File: src/rtl/conv_seq_pkg.sv
// rtl/conv_seq_pkg.sv - shared FSM encodings, in_buffer state codes and default layer table
package conv_seq_pkg;

  typedef enum logic [2:0] {
    S_IDLE    = 3'd0,
    S_LOAD    = 3'd1,
    S_COMPUTE = 3'd2,
    S_NEXT    = 3'd3,
    S_DONE    = 3'd4
  } seq_state_e;

  // in_buffer i_state codes
  localparam logic [1:0] ST_IDLE        = 2'd0;
  localparam logic [1:0] ST_IMAGES_LOAD = 2'd1;
  localparam logic [1:0] ST_SEND_DATA   = 2'd2;

  localparam int DEF_NUM_LAYERS = 3;
  localparam int DEF_ROWS       = 16;
  localparam int DEF_IC_LAST_L0 = 0;
  localparam int DEF_IC_LAST_LN = 63;
  localparam int DEF_OC_LAST    = 63;

  function automatic logic [1:0] state_code(input seq_state_e s);
    case (s)
      S_LOAD:    return ST_IMAGES_LOAD;
      S_COMPUTE: return ST_SEND_DATA;
      default:   return ST_IDLE;
    endcase
  endfunction

endpackage

File: src/rtl/seq_loop_cnt.sv
// rtl/seq_loop_cnt.sv - nested layer/oc/ic loop counter with clear, advance and last-iteration flag
module seq_loop_cnt
  import conv_seq_pkg::*;
#(
  parameter int NUM_LAYERS = DEF_NUM_LAYERS,
  parameter int IC_LAST_L0 = DEF_IC_LAST_L0,
  parameter int IC_LAST_LN = DEF_IC_LAST_LN,
  parameter int OC_LAST    = DEF_OC_LAST
) (
  input  logic       clk,
  input  logic       rst,
  input  logic       clear,
  input  logic       advance,
  output logic [1:0] layer,
  output logic [5:0] ic,
  output logic [5:0] oc,
  output logic       last
);

  logic [5:0] ic_last;

  // layer 0 sees the raw image, so it has its own input-channel depth
  assign ic_last = (layer == 2'd0) ? 6'(IC_LAST_L0) : 6'(IC_LAST_LN);
  assign last    = (ic == ic_last) && (oc == 6'(OC_LAST)) && (layer == 2'(NUM_LAYERS - 1));

  always_ff @(posedge clk) begin
    if (rst || clear) begin
      layer <= 2'd0;
      ic    <= 6'd0;
      oc    <= 6'd0;
    end else if (advance) begin
      if (ic != ic_last) begin
        ic <= ic + 6'd1;
      end else begin
        ic <= 6'd0;
        if (oc != 6'(OC_LAST)) begin
          oc <= oc + 6'd1;
        end else begin
          oc <= 6'd0;
          if (layer != 2'(NUM_LAYERS - 1)) layer <= layer + 2'd1;
        end
      end
    end
  end

endmodule

File: src/rtl/conv_layer_sequencer.sv
// rtl/conv_layer_sequencer.sv - layer/oc/ic loop sequencer driving in_buffer load and compute passes
// Optional SEQ_PERF_CNT_EN adds saturating load/compute cycle counters.
module conv_layer_sequencer
  import conv_seq_pkg::*;
#(
  parameter int NUM_LAYERS = DEF_NUM_LAYERS,
  parameter int ROWS       = DEF_ROWS,
  parameter int IC_LAST_L0 = DEF_IC_LAST_L0,
  parameter int IC_LAST_LN = DEF_IC_LAST_LN,
  parameter int OC_LAST    = DEF_OC_LAST
) (
  input  logic        clk,
  input  logic        rst,
  input  logic        i_start,
  input  logic        i_abort,
  input  logic        i_load_done,
  input  logic        i_row_done,
  input  logic        i_send_flg,
  output logic [1:0]  o_state,
  output logic [1:0]  o_current_layer,
  output logic [5:0]  o_current_ic,
  output logic [5:0]  o_current_oc,
  output logic        o_valid,
  output logic        o_busy,
  output logic        o_done,
  output logic        o_err
`ifdef SEQ_PERF_CNT_EN
  ,
  output logic [31:0] o_load_cycles,
  output logic [31:0] o_comp_cycles
`endif
);

  localparam int RC_W = $clog2(ROWS + 1);

  seq_state_e      state;
  seq_state_e      state_next;
  logic [RC_W-1:0] row_cnt;
  logic            accept_start;
  logic            do_abort;
  logic            cnt_clear;
  logic            cnt_advance;
  logic            pass_bad;
  logic            loop_last;

  seq_loop_cnt #(
    .NUM_LAYERS (NUM_LAYERS),
    .IC_LAST_L0 (IC_LAST_L0),
    .IC_LAST_LN (IC_LAST_LN),
    .OC_LAST    (OC_LAST)
  ) u_loop_cnt (
    .clk     (clk),
    .rst     (rst),
    .clear   (cnt_clear),
    .advance (cnt_advance),
    .layer   (o_current_layer),
    .ic      (o_current_ic),
    .oc      (o_current_oc),
    .last    (loop_last)
  );

  always_ff @(posedge clk) begin
    if (rst) state <= S_IDLE;
    else     state <= state_next;
  end

  always_comb begin
    state_next   = state;
    accept_start = 1'b0;
    cnt_advance  = 1'b0;
    pass_bad     = 1'b0;
    do_abort     = i_abort && (state != S_IDLE);
    if (do_abort) begin
      state_next = S_IDLE;
    end else begin
      case (state)
        S_IDLE: begin
          if (i_start && !i_abort) begin
            state_next   = S_LOAD;
            accept_start = 1'b1;
          end
        end
        S_LOAD: begin
          if (i_load_done) state_next = S_COMPUTE;
        end
        S_COMPUTE: begin
          if (i_send_flg) begin
            state_next = S_NEXT;
            // the final row_done may coincide with send_flg
            pass_bad   = !((row_cnt == RC_W'(ROWS)) ||
                           ((row_cnt == RC_W'(ROWS - 1)) && i_row_done));
          end
        end
        S_NEXT: begin
          cnt_advance = 1'b1;
          state_next  = loop_last ? S_DONE : S_LOAD;
        end
        S_DONE:  state_next = S_IDLE;
        default: state_next = S_IDLE;
      endcase
    end
    cnt_clear = accept_start || do_abort;
  end

  // outputs are registered from the next state so they line up with the state register
  always_ff @(posedge clk) begin
    if (rst) begin
      o_state <= ST_IDLE;
      o_valid <= 1'b0;
      o_busy  <= 1'b0;
      o_done  <= 1'b0;
      o_err   <= 1'b0;
      row_cnt <= '0;
    end else begin
      o_state <= state_code(state_next);
      o_valid <= (state_next == S_COMPUTE);
      o_busy  <= (state_next == S_LOAD) || (state_next == S_COMPUTE) || (state_next == S_NEXT);
      o_done  <= (state_next == S_DONE);
      if (accept_start)  o_err <= 1'b0;
      else if (pass_bad) o_err <= 1'b1;
      if (cnt_clear || state == S_NEXT) begin
        row_cnt <= '0;
      end else if (state == S_COMPUTE && i_row_done && row_cnt != RC_W'(ROWS)) begin
        row_cnt <= row_cnt + 1'b1;
      end
    end
  end

`ifdef SEQ_PERF_CNT_EN
  always_ff @(posedge clk) begin
    if (rst || accept_start) begin
      o_load_cycles <= '0;
      o_comp_cycles <= '0;
    end else begin
      if (state == S_LOAD && o_load_cycles != '1)    o_load_cycles <= o_load_cycles + 32'd1;
      if (state == S_COMPUTE && o_comp_cycles != '1) o_comp_cycles <= o_comp_cycles + 32'd1;
    end
  end
`endif

endmodule
File: config.mk
export PLATFORM = sky130hd
export DESIGN_NAME = conv_layer_sequencer
export DESIGN_NICKNAME = d
export VERILOG_FILES = /design/src/rtl/conv_seq_pkg.sv /design/src/rtl/seq_loop_cnt.sv /design/src/rtl/conv_layer_sequencer.sv
export SDC_FILE = /design/constraint.sdc
export NUM_CORES = 1
export LEC_CHECK = 0
export ABC_AREA = 1
export CAP_MARGIN = 15
export CORE_MARGIN = 2
export CORE_UTILIZATION = 26
export CTS_BUF_LIST = sky130_fd_sc_hd__clkbuf_16
export CTS_CLUSTER_DIAMETER = 100
export DETAILED_ROUTE_END_ITERATION = 16
export GPL_TIMING_DRIVEN = 0
export PLACE_DENSITY = 0.51
export SLEW_MARGIN = 10
export SYNTH_ARGS = -nofsm -noshare
export SYNTH_HDL_FRONTEND = slang
export SYNTH_SLANG_ARGS = --single-unit
File: constraint.sdc
create_clock -name clk -period 1.4 [get_ports clk]
set_input_delay 0.21 -clock clk [delete_from_list [all_inputs] [get_ports clk]]
set_output_delay 0.21 -clock clk [all_outputs]
set_load 0.05 [all_outputs]
==> results of run 1 <==
-- cells by family after synthesis --
family / after synthesis
compound gates: 23
fa+ha+maj: 7
xor+xnor: 3
buf+inv: 34
simple gates: 105
flops: 27
-- power by group through the flow --
stage          logic, mW  clock network, mW  registers (mW)
2_1_floorplan     0.0722                  0           0.820
3_3_place_gp       0.156                  0           0.793
3_5_place_dp       0.156                  0           0.793
4_1_cts            0.156              0.681           0.775
5_1_grt            0.199              0.707           0.773
6_report           0.184              0.646           0.772
-- layout by cell type, fill, tap and decap left out, types with 2 or more instances in the layout --
| cell | synthesis | final |
|---|---|---|
| nand2_1 | 44 | 35 |
| o21ai_2 | 0 | 2 |
| nor2_4 | 3 | 3 |
| nand3_2 | 1 | 3 |
| inv_2 | 3 | 5 |
| o21ai_0 | 6 | 4 |
| clkbuf_16 | 0 | 3 |
| dlygate4sd2_1 | 0 | 15 |
| nor3_1 | 6 | 3 |
| dfxtp_1 | 27 | 9 |
| nand2_4 | 2 | 3 |
| xor2_1 | 3 | 3 |
| ha_1 | 7 | 5 |
| clkdlybuf4s15_1 | 0 | 3 |
| inv_1 | 29 | 26 |
| buf_4 | 1 | 7 |
| nand4_1 | 8 | 8 |
| a21oi_1 | 10 | 6 |
| dfxtp_4 | 0 | 9 |
| nand2_2 | 3 | 10 |
| o21bai_1 | 2 | 2 |
| clkdlybuf4s50_1 | 0 | 5 |
| nand3_1 | 9 | 6 |
| nor3_2 | 2 | 3 |
| nor3_4 | 0 | 2 |
| dfxtp_2 | 0 | 9 |
| o21ai_1 | 2 | 2 |
| nor2_2 | 2 | 7 |
| nor2_1 | 23 | 18 |
| a21oi_2 | 0 | 4 |
-- layer usage --
layer,up-vias,share of wire,track usage
li1,712,-,-
met1,586,0.47,0.128
met2,20,0.49,0.166
met3,2,0.034,0.0253
met4,0,0.0049,0.0263
met5,-,0,0
-- cell type report --
class / count / area, µm² / share of cell area
Buffer: 1 / 7.51 / 0.00358
Clock buffer: 3 / 75.1 / 0.0358
Clock inverter: 1 / 3.75 / 0.00179
Inverter: 33 / 133 / 0.0632
Multi-Input combinational cell: 138 / 898 / 0.428
Sequential cell: 27 / 586 / 0.279
Tap cell: 72 / 90.1 / 0.0429
Timing Repair Buffer: 33 / 305 / 0.145
-- through the flow --
| step | hold slack (ns) | setup TNS [ns] | worst slack, ns | util | instances |
|---|---|---|---|---|---|
| floorplan | 0.279 | 0 | 0.00163 | - | 199 |
| global placement | 0.485 | -3.75 | -0.304 | 0.340 | 297 |
| detailed placement | 0.485 | -3.75 | -0.300 | 0.340 | 297 |
| CTS | 0.495 | -0.0120 | -0.00872 | 0.359 | 302 |
| global route | 0.430 | -0.646 | -0.0752 | 0.388 | 308 |
| finish | 0.414 | 0 | 0.0246 | 0.388 | 308 |
-- flip-flops by register name, indices dropped and copies added, names as in the netlist --
signal / flops
o_busy: 1
o_err: 1
o_state: 2
u_loop_cnt.layer: 2
u_loop_cnt.ic: 6
state: 3
u_loop_cnt.oc: 6
row_cnt: 5
o_done: 1
-- worst max path at each step --
stage | slack (ns) | end | cells after the start | from
6_report | 0.02 | u_loop_cnt.oc[5] | 9 | u_loop_cnt.layer[1]
5_1_grt | -0.08 | u_loop_cnt.oc[2] | 9 | u_loop_cnt.layer[0]
4_1_cts | -0.009 | u_loop_cnt.oc[3] | 9 | u_loop_cnt.layer[0]
2_1_floorplan | 0.002 | o_busy | 10 | u_loop_cnt.layer[0]
3_3_place_gp | -0.30 | row_cnt[3] | 9 | i_abort
3_5_place_dp | -0.30 | row_cnt[3] | 9 | i_abort
-- what timing repair did --
item	CTS	global route
gates cloned	0	0
resized for setup	30	42
setup endpoints to repair	27	29
setup buffers	1	6
pin swaps	3	14
-- worst register-to-register path, stage by stage, from the launching register on --
cell     delay (ns)
dfxtp_4        0.36
inv_2          0.06
ha_4           0.14
nand2_2        0.05
nor2_2         0.10
nand2_2        0.09
a21oi_4        0.18
buf_12         0.13
nand4_1        0.06
a21oi_1        0.12
==> impl_metrics.json, run 1 <==
{
  "post-route-min-period_ns": 1.38,
  "vias": 1320,
  "cpMostUsedCell": "nand2_2",
  "grt_pass1_vias": 1160,
  "clkSlewWorstSetupHoldPaths_ns": 0.07,
  "grt_pass1_wl_mm": 5.08,
  "r2r_setup_slack_ns": 0.02,
  "yosys.area.top_type": "dfxtp_1",
  "async_reset_ff_frac": 0,
  "fp.dieW_um": 78.2,
  "clock-sinks": 27,
  "num_rows": 27,
  "power.density_nw_per_um2": 764,
  "synthTopCellsByCount": "nand2_1, inv_1, dfxtp_1, nor2_1, a21oi_1",
  "cp-end-kind": "flip-flop",
  "dieArea_um2": 6110,
  "nNetsFinal": 251,
  "wl_per_cell_um": 9.98,
  "r2r_end": "u_loop_cnt.oc[5]",
  "ctsRootBufferMaster": "clkbuf_16",
  "synth_top_family_by_area": "simple AND/OR/NAND/NOR gates",
  "min_from": "i_abort",
  "slew-limit-headroom": 0.671,
  "setup_viol": 0,
  "hold_end": "o_state[1]",
  "r2r_cells": 9,
  "antenna_found_initial": 0,
  "drive_gt1_frac": 0.347,
  "crit_arrival_ns": 1.56,
  "ctsLongestPathBuffers": 2,
  "grt_max_degree": 15,
  "first_iter_violations": 31,
  "initial_utilization": 0.265,
  "slew_viol_final": 0,
  "cp.buffers_inverters": 2,
  "n_antenna_cell": 0,
  "status": "complete, no violations",
  "first_pass_iters": 4,
  "drt-vias-per-instance": 4.29,
  "clk_latency_ns": 0.26,
  "h-tree-depth": 1,
  "synth.area.mux_share": 0,
  "ys.flop_type": "dfxtp_1",
  "synth_top_area_share": 0.378,
  "cts_tree": "done",
  "cp_slowest_cell": "dfxtp_4",
  "yosys.area_share.simple": 0.355,
  "core_area_um2": 5410,
  "syn_inst": 199,
  "critPathTopFamily": "flip-flops",
  "grt_use_total": 0.0998,
  "place_area_um2": 1840,
  "fin_area_um2": 2100,
  "rsz0062_at_grt": "yes",
  "hold_path_depth": 4,
  "crit_chain": "inv_2 > ha_4 > nand2_2 > nor2_2 > nand2_2 > a21oi_4 > buf_12 > nand4_1 > a21oi_1",
  "cts_buffers": 3,
  "max-vdd-ir-drop_v": 0.000452,
  "numPortBuffers": 26,
  "synth_edf_count": 0,
  "switchingPower_uw": 390,
  "internal-power_mw": 1.21,
  "comb_power_share": 0.115,
  "finalWeightedCongestion": 0.779,
  "fin_skew_ns": 0.00349,
  "synthAdderAreaFrac": 0.0612,
  "critical_path.max_stage_delay_ns": 0.36,
  "overflow": 0,
  "yosysWarnings": 0,
  "critPathRequiredTime_ns": 1.59,
  "cap_violations": 0,
  "synth-compound-area-share": 0.0945,
  "cts_hold_buf": 0,
  "die_y_um": 78.2,
  "worst_slew_pin_slew_ns": 0.495,
  "synth_area_um2": 1430,
  "avgSynthCellArea_um2": 7.19,
  "post-route-period-util": 0.982,
  "fmax_mhz": 727,
  "power_mw": 1.60,
  "p_leak_nw": 0.888,
  "min-delay-path-class": "in2reg",
  "pwr-share-seq": 0.482,
  "synth-seq-area-share": 0.378,
  "crit_fanout": 5,
  "dp_hpwl_mm": 2.23,
  "switching_share": 0.243,
  "p_clk_frac": 0.403,
  "fill_cells": 614,
  "synth-xor-area-share": 0.0184,
  "critPathKind": "reg2reg",
  "antenna_left": 0,
  "hold_viol": 0,
  "worst_setup_path_start_kind": "flip-flop",
  "ioPinCount": 27,
  "yosys_register_bits": 27,
  "rr_startpoint": "u_loop_cnt.layer[1]",
  "synth.area.top_cells": "dfxtp_1, nand2_1, inv_1",
  "synthesis.nets": 213,
  "yosysMostFrequentCell": "nand2_1",
  "syn2layout_area_growth_pct": 46.7,
  "drc": 0,
  "synth_cell_types": 27,
  "drt_wl_total_mm": 3.07
}
(Power assumes the default switching activity.)
==> run 2, diff against run 1 <==
- ABC_CLOCK_PERIOD_IN_PS: not set -> 1400
- CORE_MARGIN: 2 -> not set
- CORE_UTILIZATION: 26 -> 45
- PLACE_DENSITY: 0.51 -> 0.77
==> run 2 against run 1 <==
Compared with the run above:
- cell count down 8.8%
- largest cell class unchanged
- die area down 44%
- power shrank 0.68%
- clock power is essentially flat
- critical path depth is 8 lower
- combinational power decreased by 8%
- largest power group unchanged
- setup slack improved by 0.0084 ns
- design area is 2.7% lower
==> impl_metrics.json, run 2 (same netlist as run 1, synthesis figures left out) <==
{
  "status": "complete, no violations",
  "antenna_left": 0,
  "cap_violations": 0,
  "fin_skew_ns": 0.00420,
  "p_clk_frac": 0.407,
  "final_common_cell": "nand2_1",
  "crit_chain": "dlygate4sd2_1",
  "fin_area_um2": 2040,
  "final-seq-area_um2": 583,
  "reg.largest.list": "u_loop_cnt.ic (6), u_loop_cnt.oc (6), row_cnt (5)",
  "worst_slew_pin_slew_ns": 0.496,
  "cts_tree": "done",
  "dieArea_um2": 3410,
  "drt-vias-per-instance": 4.96,
  "grt_pass1_wl_mm": 4.80,
  "r2r_end": "u_loop_cnt.oc[3]",
  "rr_startpoint": "u_loop_cnt.layer[1]",
  "cp_slowest_cell": "dlygate4sd2_1",
  "finalWeightedCongestion": 0.808,
  "cp_num_cells": 1,
  "clk_latency_ns": 0.27,
  "ctsRootBufferMaster": "clkbuf_16",
  "place_ws_ns": -0.292,
  "dpl.cell_count": 269,
  "cp.buffers_inverters": 1,
  "worst_setup_path_start_kind": "flip-flop",
  "r2r_setup_slack_ns": 0.04,
  "rsz0062_at_grt": "yes",
  "initial_utilization": 0.472,
  "mostFrequentLayoutCells": "nand2_1, inv_1, nor2_1, dlygate4sd2_1",
  "cp-end-kind": "output port",
  "wl_per_cell_um": 11.0,
  "fmax_mhz": 732,
  "core_area_um2": 3030,
  "post-route-period-util": 0.976,
  "h-tree-depth": 1,
  "setup_viol": 0,
  "first_pass_iters": 5,
  "slew-limit-headroom": 0.671,
  "clock-sinks": 27,
  "crit_end": "o_current_layer[0]",
  "post-route-min-period_ns": 1.37,
  "nNetsFinal": 252,
  "switching_share": 0.242,
  "ioPinCount": 27,
  "first_iter_violations": 47,
  "hold_viol": 0,
  "grt_pass1_vias": 1164,
  "drt_wl_total_mm": 3.08,
  "grt_max_degree": 15,
  "fp.dieW_um": 58.4,
  "critical_path.max_stage_delay_ns": 0.53,
  "critPathLaunch": "u_loop_cnt.layer[0]",
  "grt_use_total": 0.185,
  "power.density_nw_per_um2": 780,
  "cts_buffers": 3,
  "max-vdd-ir-drop_v": 0.000788,
  "ctsLongestPathBuffers": 2,
  "power_mw": 1.59,
  "fin_cells": 281,
  "r2r_cells": 8,
  "num_rows": 20,
  "clkSlewWorstSetupHoldPaths_ns": 0.07,
  "internal-power_mw": 1.21,
  "slew_viol_final": 0,
  "critPathTopFamily": "buffers and inverters",
  "numPortBuffers": 26,
  "drc": 0,
  "place_area_um2": 1800,
  "min-delay-path-class": "reg2reg",
  "vias": 1394,
  "syn2layout_area_growth_pct": 42.7,
  "crit_arrival_ns": 1.16,
  "dp_hpwl_mm": 2.00,
  "critPathKind": "reg2out",
  "switchingPower_uw": 386,
  "multi_input_area_um2": 896,
  "fill_cells": 261,
  "critPathRequiredTime_ns": 1.19,
  "crit_fanout": 3,
  "p_leak_nw": 0.883,
  "drive_gt1_frac": 0.333,
  "antenna_found_initial": 0,
  "finalWorstSetupSlack_ns": 0.0329,
  "utilization": 0.674,
  "n_antenna_cell": 0,
  "comb_power_share": 0.106,
  "die_y_um": 58.4,
  "pwr-share-seq": 0.487,
  "overflow": 0
}
[run 2: cell count changes in the layout (fill, tap and decap cells not counted), moves of 2 or more]
cell,before,now
a21oi_1,6,10
inv_4,1,3
nor2_2,7,5
buf_4,7,10
a21oi_2,4,0
[run 2: worst min path at each step]
stage | start | to | slack, ns | cells after the start
4_1_cts | o_err | o_err | 0.47 | 2
6_report | o_err | o_err | 0.47 | 2
3_5_place_dp | o_err | o_err | 0.46 | 2
5_1_grt | o_err | o_err | 0.51 | 2
2_1_floorplan | rst | o_busy | 0.28 | 1
3_3_place_gp | o_err | o_err | 0.47 | 2
[run 2: metrics by stage]
step                TNS (ns)  hold WS (ns)
finish                     0         0.467
global route          -0.300         0.513
CTS                  -0.0584         0.473
detailed placement     -3.59         0.464
global placement       -3.14         0.467
floorplan                  0         0.279
[run 2: layer usage]
layer	GRT usage	part of all wire
met2	0.315	0.50
met3	0.0352	0.035
met1	0.223	0.44
met5	0	0
met4	0.0918	0.030
[run 2: area by class of cell]
cell class	instances	share of cell area
inverter	33	0.0644
clock inverter	1	0.00184
tap	44	0.0270
buffer	1	0.00368
clock buffer	3	0.0368
sequential	27	0.286
multi-input combinational	138	0.439
timing repair buffer	34	0.142
[run 2: repair_timing]
action / 4_1_cts / 5_1_grt
hold buffers: 0 / 0
pin swaps: 1 / 16
gates resized for setup: 24 / 41
buffers inserted: 1 / 7
setup endpoints to repair: 30 / 30
[run 2: power groups by stage]
stage	registers (mW)	logic (mW)	clock network [mW]
after detailed placement	0.793	0.154	0
after CTS	0.775	0.148	0.663
after global placement	0.793	0.153	0
after global routing	0.775	0.184	0.702
after floorplan	0.820	0.0722	0
final	0.775	0.169	0.648
